===== src/rtl/handshake_tx_src.sv =====
// rtl/handshake_tx_src.sv - four-phase request source with ack synchronizer, REQ timeout and transfer counter
`timescale 1ns/1ps
module handshake_tx_src #(
    parameter int DATA_WIDTH  = 8,
    parameter int SYNC_STAGES = 2,
    parameter int TIMEOUT     = 255
) (
    input  logic                  clk_src,
    input  logic                  rst_n,
    input  logic                  in_valid,
    input  logic [DATA_WIDTH-1:0] in_data,
    output logic                  in_ready,
    input  logic                  ack_dest,
    output logic                  req_src,
    output logic [DATA_WIDTH-1:0] data_src,
    output logic                  busy,
    output logic                  done,
    output logic                  timeout_err,
    output logic [7:0]            xfer_count
);

    localparam int SYNC_N    = (SYNC_STAGES < 2) ? 2 : SYNC_STAGES;
    localparam int CNT_W_RAW = $clog2(TIMEOUT + 1);
    localparam int CNT_W     = (CNT_W_RAW < 1) ? 1 : CNT_W_RAW;
    localparam int T_LAST    = (TIMEOUT > 0) ? TIMEOUT - 1 : 0;
    localparam logic [CNT_W-1:0] CNT_LAST = CNT_W'(T_LAST);

    typedef enum logic [1:0] {
        ST_IDLE,
        ST_REQ,
        ST_RELEASE
    } state_t;

    state_t                state_q, state_d;
    logic [SYNC_N-1:0]     ack_sync;
    logic                  ack_s;
    logic                  req_q, req_d;
    logic [DATA_WIDTH-1:0] data_q, data_d;
    logic [CNT_W-1:0]      cnt_q, cnt_d;
    logic                  ok_q, ok_d;
    logic                  done_q, done_d;
    logic                  terr_q, terr_d;
    logic [7:0]            count_q, count_d;

    // ack_dest is asynchronous; only the last stage of this chain feeds logic
    always_ff @(posedge clk_src or negedge rst_n) begin
        if (!rst_n) begin
            ack_sync <= '0;
        end else begin
            ack_sync <= {ack_sync[SYNC_N-2:0], ack_dest};
        end
    end

    assign ack_s = ack_sync[SYNC_N-1];

    always_ff @(posedge clk_src or negedge rst_n) begin
        if (!rst_n) begin
            state_q <= ST_IDLE;
            req_q   <= 1'b0;
            data_q  <= '0;
            cnt_q   <= '0;
            ok_q    <= 1'b0;
            done_q  <= 1'b0;
            terr_q  <= 1'b0;
            count_q <= 8'd0;
        end else begin
            state_q <= state_d;
            req_q   <= req_d;
            data_q  <= data_d;
            cnt_q   <= cnt_d;
            ok_q    <= ok_d;
            done_q  <= done_d;
            terr_q  <= terr_d;
            count_q <= count_d;
        end
    end

    always_comb begin
        state_d = state_q;
        req_d   = req_q;
        data_d  = data_q;
        cnt_d   = cnt_q;
        ok_d    = ok_q;
        done_d  = 1'b0;
        terr_d  = 1'b0;
        count_d = count_q;
        case (state_q)
            ST_IDLE: begin
                if (in_valid && !ack_s) begin
                    data_d  = in_data;
                    req_d   = 1'b1;
                    cnt_d   = '0;
                    ok_d    = 1'b0;
                    state_d = ST_REQ;
                end
            end
            ST_REQ: begin
                // ack is checked first so it wins over a same-cycle timeout
                if (ack_s) begin
                    req_d   = 1'b0;
                    ok_d    = 1'b1;
                    state_d = ST_RELEASE;
                end else if (TIMEOUT != 0) begin
                    if (cnt_q == CNT_LAST) begin
                        req_d   = 1'b0;
                        ok_d    = 1'b0;
                        terr_d  = 1'b1;
                        state_d = ST_RELEASE;
                    end else begin
                        cnt_d = cnt_q + 1'b1;
                    end
                end
            end
            ST_RELEASE: begin
                if (!ack_s) begin
                    state_d = ST_IDLE;
                    if (ok_q) begin
                        done_d  = 1'b1;
                        count_d = count_q + 8'd1;
                    end
                end
            end
            default: state_d = ST_IDLE;
        endcase
    end

    assign in_ready    = (state_q == ST_IDLE) && !ack_s;
    assign busy        = (state_q != ST_IDLE);
    assign req_src     = req_q;
    assign data_src    = data_q;
    assign done        = done_q;
    assign timeout_err = terr_q;
    assign xfer_count  = count_q;

endmodule


===== config.mk =====
export PLATFORM = sky130hd
export DESIGN_NAME = handshake_tx_src
export DESIGN_NICKNAME = d
export VERILOG_FILES = /design/src/rtl/handshake_tx_src.sv
export SDC_FILE = /design/constraint.sdc
export NUM_CORES = 1
export LEC_CHECK = 0
export ABC_AREA = 1
export BUFFER_PORTS_ARGS = -buffer_cell sky130_fd_sc_hd__buf_4
export CAP_MARGIN = 20
export CORE_ASPECT_RATIO = 1.2
export CORE_UTILIZATION = 54
export CTS_CLUSTER_SIZE = 8
export DETAILED_ROUTE_END_ITERATION = 6
export GPL_TIMING_DRIVEN = 0
export MAX_ROUTING_LAYER = met4
export PLACE_DENSITY_LB_ADDON = 0.12
export SLEW_MARGIN = 20
export SYNTH_ARGS = -nofsm -noshare
export SYNTH_HDL_FRONTEND = slang
export SYNTH_SLANG_ARGS = --single-unit
export TNS_END_PERCENT = 50

===== constraint.sdc =====
create_clock -name clk_src -period 1.8 [get_ports clk_src]
set_input_delay 0.09 -clock clk_src [delete_from_list [all_inputs] [get_ports clk_src]]
set_output_delay 0.09 -clock clk_src [all_outputs]
set_load 0.1 [all_outputs]

==> metrics <==
Final Slew Violations 0; drt first pass iters 4; grt total ovfl 0; Setup TNS Final 0 ps; status finished, final reports clean; Int Power 1.327 mW; Comb power frac 48.3%; Layout area overhead 28.62%; Fin. Hold Viols 0; final core occ 73.09%; CP Launch Type flip-flop; Flop pwr share 35.5%; Final ANT Viol Nets 0; Switching Fraction 51.64%; number of library cell types mapped by synthesis 21; LEAKAGE 1.091 nW; ant diodes 0; wire per inst 11.68 microns; CP Data Required Time 1710 ps; Final min period 1511 ps; Worst Setup Path Type flip-flop to primary output; PD cells 1348 mW/mm^2; # IOs 33; first-pass GRT wire length 5216 microns; peak supply drop 1553 uV; DRC Markers 0; H-tree Lvls 2; syn_area_per_cell 8.287 sq um; actual slew at the worst max-slew pin 406.5 ps; Max Clock Skew 13.39 ps; wirelength, routed 3211 microns; worst skew pair latency 340 ps; sequential cell area fraction in the yosys report 50.59%; TritonCTS Sinks 32; Final Setup Violations 0; Tcrit/Tclk final 83.92%; mapped cell area 0.001583 sq mm; fmax 662.0 MHz; Via Count 1324; vias in the first global route 1273; layout cells sized above 1 26.14%; sw power 1.417 mW; Die Wd 51.42 microns; Chip Height 61.31 microns; slew margin rel. 72.90%; number of port buffers 32; vias per cell 4.815; Yosys reg bits 32; Clock power frac 16.2%; Data arrival, critical path 1420 ps; HPWL after detailed placement 2097 microns; Num CTS Buffers 5; initial antenna violation count 0; worst hold path class primary input to flip-flop; DIE AREA 0.003152 sq mm; clock tree buffer depth 2; Post-Synthesis Cells 191; MaxCap Viol Count 0; crit path max fanout 4; RSZ-0062 raised after global routing no; row cnt 21; initial DRC count 16; root buf cell clkbuf_4; Initial Utilization 56.83%; total global-route track usage 24.23%; YS warnings 0; TritonCTS clock tree yes; Clock transition at path regs 110 ps; Post-Syn Nets 206; GP Congestion 0.8208; Layout Nets 255; Worst setup EP type primary output; Core Footprint 0.002785 sq mm; largest net degree at the start of global routing 33
-- power groups by stage --
stage | logic [mW] | clock network (mW) | registers, mW
2_1_floorplan | 0.353 | 0 | 1.66
3_3_place_gp | 1.29 | 0 | 0.982
3_5_place_dp | 1.31 | 0 | 0.988
4_1_cts | 1.33 | 0.454 | 0.976
5_1_grt | 1.40 | 0.477 | 0.993
6_report | 1.33 | 0.443 | 0.974
-- final timing paths --
path / slack, ps / endpoint / cells past startpoint / start
worst min-delay path: 160 / data_src[4] / 4 / in_valid
max in group asynchronous: 1270 / cnt_q[0] / 2 / rst_n
worst min register to register: 360 / ack_sync[1] / 0 / ack_sync[0]
worst max register to register: 450 / cnt_q[6] / 9 / cnt_q[0]
min in group asynchronous: 220 / data_src[2] / 2 / rst_n
worst max-delay path: 290 / in_ready / 4 / state_q[1]
-- layer usage --
| layer | global-route usage [%] | share of wire, % | vias to the layer above |
|---|---|---|---|
| met4 | 16.22 | 1.2 | 0 |
| met5 | - | 0 | - |
| met3 | 4.938 | 4.3 | 4 |
| met1 | 23.52 | 40 | 617 |
| li1 | - | - | 676 |
| met2 | 43.41 | 54 | 27 |
-- critical path, stage by stage (launching register included) --
cell and delay, ps:
dfrtp_1 440, nor2_2 190, inv_1 100, nor2_4 80, buf_4 280
-- cell families after synthesis --
kind of cell,count (synthesis),synth area share (%)
AO/OA/AOI/OAI,12,3.952
XOR/XNOR,7,3.874
adder cells (fa/ha/maj),3,2.372
buffers and inverters,26,6.323
flip-flops,32,50.59
AND/OR/NAND/NOR,111,32.89
-- placed cells by master (no fill, tap or decap), types with 3 or more instances in the layout --
cell type / Yosys / layout
nand2_1: 78 / 78
dfrtp_1: 32 / 32
buf_4: 0 / 32
inv_1: 18 / 18
dlygate4sd3_1: 0 / 10
nor2_1: 10 / 9
o21ai_1: 9 / 9
nand3_1: 8 / 8
inv_2: 6 / 6
nand2_2: 5 / 5
xnor2_1: 5 / 5
clkbuf_4: 0 / 5
nor2_2: 3 / 3
nand2_4: 3 / 3
ha_1: 3 / 3
-- area by class of cell --
| class | instances | area (sq um) |
|---|---|---|
| tap | 34 | 42.54 |
| multi-input combinational | 133 | 689.4 |
| clock buffer | 7 | 55.05 |
| buffer | 1 | 5.005 |
| sequential | 32 | 800.8 |
| inverter | 25 | 95.09 |
| timing repair buffer | 42 | 340.3 |
| fill | 221 | 749.5 |
| clock inverter | 1 | 7.507 |
-- metrics by stage --
step	cells	power, mW	worst slack (ps)	instance area [sq um]	hold slack (ps)
floorplan	191	2.014	6.931	1590	-205.6
global placement	257	2.277	483.0	1873	44.38
detailed placement	257	2.298	461.2	1873	51.63
CTS	275	2.759	268.1	2036	155.5
global route	275	2.871	216.9	2036	169.4
finish	275	2.744	289.4	2036	156.1
-- synth_stat cells, drive strengths merged --
| cell | number | area (sq um) |
|---|---|---|
| nand2 | 86 | 357.8 |
| dfrtp | 32 | 800.8 |
| inv | 24 | 90.08 |
| nor2 | 15 | 87.59 |
| nand3 | 10 | 75.07 |
| o21ai | 10 | 50.04 |
| xnor2 | 5 | 43.79 |
| ha | 3 | 37.54 |
| xor2 | 2 | 17.52 |
| a21oi | 1 | 5.000 |
| buf | 1 | 5.000 |
| clkinv | 1 | 5.000 |
| o211ai | 1 | 7.510 |
-- repair_timing --
action / CTS / global route
resized for setup: 0 / 0
hold buffers: 10 / 0
endpoints found under the hold margin: 41 / 0
endpoints found under the setup margin: 0 / 0
setup buffers: 0 / 0
-- state kept, by name, summed over array words and instances, names as in the netlist --
signal       count
cnt_q            8
data_src         8
state_q          2
done             1
ok_q             1
req_src          1
timeout_err      1
ack_sync         2
xfer_count       8
(Power assumes the default switching activity.)
